<file path="config.mk">
export PLATFORM = sky130hd
export DESIGN_NAME = icache
export DESIGN_NICKNAME = d
export VERILOG_FILES = /design/src/rtl/cpu_types_pkg.sv /design/src/rtl/icache_frames.sv /design/src/rtl/icache.sv
export SDC_FILE = /design/constraint.sdc
export NUM_CORES = 1
export LEC_CHECK = 0
export CORE_ASPECT_RATIO = 0.8
export CORE_MARGIN = 2
export CORE_UTILIZATION = 55
export DETAILED_ROUTE_END_ITERATION = 10
export GPL_TIMING_DRIVEN = 0
export PLACE_DENSITY = 0.84
export SYNTH_ARGS = -nofsm -noshare
export SYNTH_HDL_FRONTEND = slang
export SYNTH_SLANG_ARGS = --single-unit
</file>
<file path="constraint.sdc">
create_clock -name CLK -period 15.95 [get_ports CLK]
set_clock_uncertainty 0.2 [all_clocks]
set_input_delay 3.19 -clock CLK [delete_from_list [all_inputs] [get_ports CLK]]
set_output_delay 3.19 -clock CLK [all_outputs]
set_load 0.01 [all_outputs]
</file>
<file path="src/rtl/cpu_types_pkg.sv">
// cpu_types_pkg: shared CPU datapath types.
//
// Contents
//   WORD_W            instruction / data word width
//   ICACHE_TAG_MAX_W  widest icache tag (SETS = 2 leaves 29 tag bits)
//   icache_state_t    icache controller states {IDLE, FETCH}
//   icache_frame_t    one icache frame {valid, tag, data}
//   sat_inc32         saturating 32-bit increment for statistics counters
package cpu_types_pkg;

  localparam int WORD_W           = 32;
  localparam int ICACHE_TAG_MAX_W = 29;

  typedef enum logic {
    IDLE  = 1'b0,
    FETCH = 1'b1
  } icache_state_t;

  // The tag field is sized for the smallest legal cache. A cache with
  // more sets stores its narrower tag zero-extended into this field.
  typedef struct packed {
    logic                        valid;
    logic [ICACHE_TAG_MAX_W-1:0] tag;
    logic [WORD_W-1:0]           data;
  } icache_frame_t;

  function automatic logic [31:0] sat_inc32(input logic [31:0] value);
    return (value == 32'hFFFF_FFFF) ? value : value + 32'd1;
  endfunction

endpackage

</file>
<file path="src/rtl/icache_frames.sv">
// icache_frames: frame storage for the direct-mapped instruction cache.
//
// Ports
//   CLK     in   clock, rising edge
//   nRST    in   asynchronous active-low reset (clears valid bits only)
//   wen     in   fill write enable
//   windex  in   fill frame index
//   wtag    in   fill tag
//   wdata   in   fill instruction word
//   flush   in   clear every valid bit at the next edge (beats wen)
//   rindex  in   lookup frame index
//   rframe  out  frame selected by rindex (combinational read)
module icache_frames
  import cpu_types_pkg::*;
#(
  parameter int SETS   = 16,
  parameter int IIDX_W = $clog2(SETS),
  parameter int TAG_W  = 30 - IIDX_W
) (
  input  logic              CLK,
  input  logic              nRST,
  input  logic              wen,
  input  logic [IIDX_W-1:0] windex,
  input  logic [TAG_W-1:0]  wtag,
  input  logic [31:0]       wdata,
  input  logic              flush,
  input  logic [IIDX_W-1:0] rindex,
  output icache_frame_t     rframe
);

  logic [SETS-1:0]  valid;
  logic [TAG_W-1:0] tags [SETS];
  logic [31:0]      data [SETS];

  // Valid bits are the only reset state. A flush in the same cycle as a
  // fill leaves the just-filled frame invalid.
  always_ff @(posedge CLK or negedge nRST) begin
    if (!nRST) begin
      valid <= '0;
    end else if (flush) begin
      valid <= '0;
    end else if (wen) begin
      valid[windex] <= 1'b1;
    end
  end

  // Tag and data are only meaningful behind a valid bit, so they carry no reset.
  always_ff @(posedge CLK) begin
    if (wen) begin
      tags[windex] <= wtag;
      data[windex] <= wdata;
    end
  end

  always_comb begin
    rframe       = '0;
    rframe.valid = valid[rindex];
    rframe.tag   = ICACHE_TAG_MAX_W'(tags[rindex]);
    rframe.data  = data[rindex];
  end

endmodule

</file>
<file path="src/rtl/icache.sv">
// icache: direct-mapped, read-only instruction cache.
//
// Hits return the word in the same cycle. A miss performs a single-word
// fill through memory_control (iREN/iaddr/iwait/iload) and the request is
// then served from the filled frame.
//
// Parameters
//   SETS              number of frames, power of two, >= 2
// Build option
//   ICACHE_STATS_EN   when defined, hitcount/misscount are saturating
//                     counters; otherwise both are tied to 0
//
// Ports
//   CLK, nRST   clock (rising edge), asynchronous active-low reset
//   imemREN     fetch request          imemaddr  fetch byte address
//   iflush      invalidate all frames
//   ihit        imemload valid         imemload  instruction word
//   iREN        fill request           iaddr     fill word address
//   iwait       fill pending           iload     fill data
//   hitcount    hit statistics         misscount miss statistics
module icache
  import cpu_types_pkg::*;
#(
  parameter int SETS = 16
) (
  input  logic        CLK,
  input  logic        nRST,
  input  logic        imemREN,
  input  logic [31:0] imemaddr,
  input  logic        iflush,
  output logic        ihit,
  output logic [31:0] imemload,
  output logic        iREN,
  output logic [31:0] iaddr,
  input  logic        iwait,
  input  logic [31:0] iload,
  output logic [31:0] hitcount,
  output logic [31:0] misscount
);

  localparam int IIDX_W = $clog2(SETS);
  localparam int TAG_W  = 30 - IIDX_W;

  icache_state_t     state, next_state;
  logic [29:0]       fill_addr;
  logic [IIDX_W-1:0] req_index;
  logic [TAG_W-1:0]  req_tag;
  icache_frame_t     frame;
  logic              fill_we;
  logic              miss_start;
  logic              unused_offset;

  assign req_index     = imemaddr[IIDX_W+1:2];
  assign req_tag       = imemaddr[31:IIDX_W+2];
  assign unused_offset = ^imemaddr[1:0];

  icache_frames #(
    .SETS   (SETS),
    .IIDX_W (IIDX_W),
    .TAG_W  (TAG_W)
  ) u_frames (
    .CLK    (CLK),
    .nRST   (nRST),
    .wen    (fill_we),
    .windex (fill_addr[IIDX_W-1:0]),
    .wtag   (fill_addr[29:IIDX_W]),
    .wdata  (iload),
    .flush  (iflush),
    .rindex (req_index),
    .rframe (frame)
  );

  // Lookups only happen in IDLE; a pending flush masks every hit because
  // the frames are about to be invalidated.
  always_comb begin
    ihit = (state == IDLE) && imemREN && frame.valid && !iflush &&
           (frame.tag == ICACHE_TAG_MAX_W'(req_tag));
    imemload = ihit ? frame.data : 32'h0;
  end

  always_ff @(posedge CLK or negedge nRST) begin
    if (!nRST) begin
      state     <= IDLE;
      fill_addr <= '0;
    end else begin
      state <= next_state;
      if (miss_start) begin
        fill_addr <= imemaddr[31:2];
      end
    end
  end

  // Once FETCH is entered the fill always runs to completion, regardless
  // of what the datapath does with imemREN or imemaddr in the meantime.
  always_comb begin
    next_state = state;
    iREN       = 1'b0;
    iaddr      = 32'h0;
    fill_we    = 1'b0;
    miss_start = 1'b0;
    case (state)
      IDLE: begin
        if (imemREN && !ihit) begin
          miss_start = 1'b1;
          next_state = FETCH;
        end
      end
      FETCH: begin
        iREN  = 1'b1;
        iaddr = {fill_addr, 2'b00};
        if (!iwait) begin
          fill_we    = 1'b1;
          next_state = IDLE;
        end
      end
      default: next_state = IDLE;
    endcase
  end

`ifdef ICACHE_STATS_EN
  logic [31:0] hit_q;
  logic [31:0] miss_q;

  // Statistics survive flushes; only reset clears them.
  always_ff @(posedge CLK or negedge nRST) begin
    if (!nRST) begin
      hit_q  <= '0;
      miss_q <= '0;
    end else begin
      if (ihit) begin
        hit_q <= sat_inc32(hit_q);
      end
      if (miss_start) begin
        miss_q <= sat_inc32(miss_q);
      end
    end
  end

  assign hitcount  = hit_q;
  assign misscount = miss_q;
`else
  assign hitcount  = 32'h0;
  assign misscount = 32'h0;
`endif

endmodule

</file>
# After elaboration in Yosys (flattened, before gate mapping)
# Memories as Yosys holds them, arrays and structs flattened.
# Index checks and enable logic that the tools add are counted.
[totals]
ff_bits = 47
ram_bits = 928
inputBits = 69
output_inout_bits = 130
word_cells = 37
mem_count = 2
[op_classes]
order_cmp = 3
n_eq_ne = 1
muxes = 17
bitwise = 2
n_reduce_logical = 9
[mem_list]
columns = ["memory", "words", "word_bits", "read_ports", "rd_clocked_by_memory_dff", "wr", "line", "source"]
rows = [
  ["u_frames.data", 16, 32, 1, 0, 1, "icache_frames.sv:33", "logic [31:0] data [SETS];"],
  ["u_frames.tags", 16, 26, 1, 0, 1, "icache_frames.sv:32", "logic [TAG_W-1:0] tags [SETS];"],
]
[op_table]
columns = ["op", "count"]
rows = [
  ["$mux W32", 2],
  ["$mux W16", 2],
  ["$eq A26 B26 Y1", 1],
  ["$or A16 B16 Y16", 1],
  ["$lt A4 B5 Y1 const B", 2],
  ["$mux W1", 10],
  ["$logic_and A1 B1 Y1", 6],
  ["$bmux W1 S4", 1],
  ["$demux W1 S4", 1],
  ["$ge A4 B1 Y1 const B", 1],
  ["$logic_not A1 Y1", 2],
  ["$pmux W1 S2", 1],
  ["$reduce_bool A2 Y1", 1],
  ["$not A1 Y1", 1],
]

# Logic depth before layout (Yosys ltp)
# Gate-level depths: netlist (run 1).
[logic_depth]
word_depth = 9
mapped_depth = 13
depth_no_buf = 8

# Cells and area by module
# From an unflattened synthesis (run 1), not the netlist that was laid out.
[unflattened]
hier_cells = 1753
hier_area_um2 = 37978.9
[modules_own_cells]
columns = ["module", "n_inst", "cells_per_inst", "area_per_inst_um2", "seq_area_each_um2"]
rows = [
  ["icache_frames", 1, 1510, 35427.7, 28267.1],
  ["icache", 1, 243, 2551.2, 775.7],
]

# Least setup slack after synthesis (run 1)
# Ideal clock, no wire load.
[synth_path]
path_type = "input to output"
start = "input port imemaddr[3]"
end = "output port imemload[22]"
arrival_time_ps = 5863
t_required_ps = 12560
setup_slack_ps = 6697
cell_stages = 10
n_path_buf = 7
cell_sequence = "buf_6 buf_6 buf_4 buf_2 clkbuf_1 clkbuf_1 clkbuf_1 mux4_2 mux4_2 nor2b_1"
[synth_via]
elab_chain_cells = 6
elab_cells_between_ends = 9
classes_between = "eq/ne (1); mux (3); reduce/logical (3); memory (2)"
[synth_rtl]
columns = ["item", "line", "source"]
rows = [
  ["start: declaration", "icache.sv:29", "input logic [31:0] imemaddr,"],
  ["parallel branches: the longest is 5 deep, another holds $mem_v2 Z16 W26", "n/a", ""],
  ["$mux W32 (*)", "icache.sv:78", "imemload = ihit ? frame.data : 32'h0;"],
  ["end: declaration", "icache.sv:32", "output logic [31:0] imemload,"],
]
# Mark *: on every way between the ends. The select of a mux whose other input is x is not followed.

# Final worst setup path (run 1)
[layout_path]
start = "input port imemaddr[4]"
end = "output port imemload[29]"
# The elaborated chain is that of the path after synthesis.

==> qor.yml, run 1 <==
outcome:
  status: "finished clean"
setup_path:
  cp.arrival_ns: 9.63
  end_kind: "output pin"
  worstPathCellList: "clkdlybuf4s50_1 -> buf_2 -> buf_2 -> buf_2 -> buf_2 -> mux2i_1 -> mux2i_1 -> xnor2_1 -> o21ai_0 -> nor4_1 -> nand3_1 -> clkbuf_1 -> nor2b_1 -> clkdlybuf4s50_1"
  start_kind: "primary input"
  crit_required_ns: 12.56
  critical_path_class: "primary input to output pin"
  crit_slowest_cell: "nor4_1"
  crit_path_frequent_cell: "buf_2"
  max_stage_delay_ns: 0.76
  path_buf_inv: 7
  cp_max_fo: 10
  crit_family: "buffers and inverters"
flow_run:
  drv_cap: 0
yosys:
  avgSynthCellArea_sq_um: 21.8
  synth-seq-area-share_pct: 75.5
  async_reset_ff_share_pct: 4.82
  ys_ff_latch: 975
  synth_edf_count: 928
  yosys_warnings: 0
  ys.flop_type: "edfxtp_1"
  syn_inst: 1764
  synth_cell_types: 52
  synth_area_sq_mm: 0.0385
power:
  peakVddDrop_mv: 0.103
  cellLeakagePower_nw: 15.1
  power_density_mw_per_mm2: 126
clock_tree:
  cts_resized: 0
  numCtsBuffers: 92
  postCtsSetupRepairBufs: 0
  h-tree-depth: 3
  root_buffer: "clkbuf_16"
  cts_tree: "yes"
  clkLatencyLatePin_ns: 0.65
  clock-sinks: 975
  hold_buffers: 0
  path_clk_slew_ns: 0.06
  clockBufferDepth: 3
detailed_routing:
  totalWireLength_mm: 107
  first_pass_iters: 6
  wire_per_inst_microns: 34.4
  ant_nets: 0
  vias: 21200
  drt_iter0_markers: 3419
  drc_errors: 0
  routed_via_density: 6.78
floorplan:
  pin_count: 199
  initial_core_util_pct: 55.7
  die_w_microns: 300
  core_sq_mm: 0.0691
  rows: 86
  dieArea_sq_mm: 0.0721
  die_height_microns: 241
min_path:
  min_path_type: "register to register"
timing:
  finalHoldViolations: 0
  tns_ns: 0
  relSlewSlack_pct: 11.9
  worstMarginPinSlew_ns: 1.32
  period_share_pct: 81.7
  setup_viol: 0
  fmax_mhz: 76.8
  slew_viol_final: 0
  min_period_ns: 13.02
  rsz0062_at_grt: "no"
placement:
  place.gp.congestion: 0.819
  placed_area_sq_mm: 0.0424
  post-dp-hpwl_mm: 62.3
  dp.cells: 2947
  numPortBuffers: 127
finish:
  final_cells: 3124
  final_common_cell: "edfxtp_1"
  nets: 2186
  area_delta_synth_final_pct: 18.2
  design_area_sq_mm: 0.0455
  layout_common_cells: "edfxtp_1 (928), mux4_2 (237), clkdlybuf4s50_1 (126)"
  drive_gt1_share_pct: 27.4
global_routing:
  grt_pass1_vias: 21300
  overflow: 0
  grt_max_degree: 30
  antenna_found_initial: 5
  grt_pass1_wl_mm: 153
  grt_usage_pct: 30.1
==> area by class of cell <==
cell class | instances | area, sq um
Fill cell | 4088 | 23600
Tap cell | 924 | 1160
Inverter | 4 | 15.0
Multi-Input combinational cell | 697 | 8840
Sequential cell | 975 | 29000
Timing Repair Buffer | 194 | 2410
Antenna cell | 5 | 12.5
Clock buffer | 122 | 2540
Clock inverter | 50 | 515
Buffer | 153 | 925
==> report_power, final <==
part	switching (W)	internal [W]	total, W
clock network	0.000958	0.00129	0.00224
registers	0.0000898	0.00294	0.00303
logic	0.000258	0.000202	0.000460
==> tightest hold or removal path, stage by stage (launching register included) <==
cell and delay, ns:
dfrtp_1 0.35, nor2_1 0.06, nor2_1 0.08
==> kinds of logic (layout without fill, tap and decap cells) <==
logic type	after synthesis	in the layout	synth area share, %
flip-flops	975	975	75.5
multiplexers	369	369	17.7
AND/OR/NAND/NOR	174	174	2.49
buffers and inverters	157	523	2.44
AO/OA/AOI/OAI	66	66	1.35
XOR/XNOR	22	22	0.501
other	1	71	0.00975
==> Yosys cell counts, types with 8 or more instances <==
library cell	number	area, sq um
edfxtp_1	928	27900
mux4_2	237	5340
mux2i_1	99	991
buf_4	72	541
nor2_1	48	180
dfrtp_1	47	1180
nor2b_1	39	244
buf_2	34	170
clkbuf_1	34	128
and2_1	33	206
mux2_4	29	435
a22oi_1	22	165
xnor2_1	16	140
nand2_1	12	45.0
buf_1	8	30.0
nand3_1	8	40.0
nand4_1	8	50.1
==> registers in the layout, summed over array words and instances, names as in the netlist <==
register        cells
u_frames.data     512
u_frames.valid     16
fill_addr          30
state               1
u_frames.tags     416
==> per-stage QoR <==
step	worst slack (ns)	total power [W]	hold slack [ns]	utilization (%)
after floorplan	6.70	0.00330	0.261	-
after global placement	1.70	0.00348	0.275	59.5
after detailed placement	3.48	0.00352	0.291	61.4
after CTS	3.19	0.00572	0.316	65.8
after global routing	2.91	0.00585	0.342	65.8
final	2.93	0.00573	0.324	65.8
==> layer usage <==
metal	track usage, %	share of wire, %
met5	0	0.034
met2	47.6	47
met3	7.91	14
met4	11.5	4.3
met1	40.9	34
==> final timing paths <==
check | slack (ns) | end | from | cells after the start
worst max-delay path | 2.93 | imemload[29] | imemaddr[4] | 14
worst min-delay path | 0.32 | u_frames.valid[1] | u_frames.valid[1] | 2
worst max register to register | 12.03 | fill_addr[17] | u_frames.tags[13][24] | 9
worst min register to register | 0.32 | u_frames.valid[1] | u_frames.valid[1] | 2
max in group asynchronous | 12.58 | fill_addr[26] | nRST | 2
min in group asynchronous | 2.35 | fill_addr[22] | nRST | 1
(Power assumes the default switching activity.)
==> run 2, diff against run 1 <==
- clock period: 15.95 -> 13.5 ns (I/O delays scaled with it)
==> results of run 2 <==
Same layout as run 1 (identical final DEF). Status: finished clean.
Main changes from that run: setup slack after placement 3.48 ns -> 2.01 ns; setup slack after layout 2.93 ns -> 1.46 ns; register-to-register setup slack 12.03 ns -> 9.58 ns; total power 0.00573 W -> 0.00678 W; worst IR drop on VDD 0.103 mV -> 0.121 mV
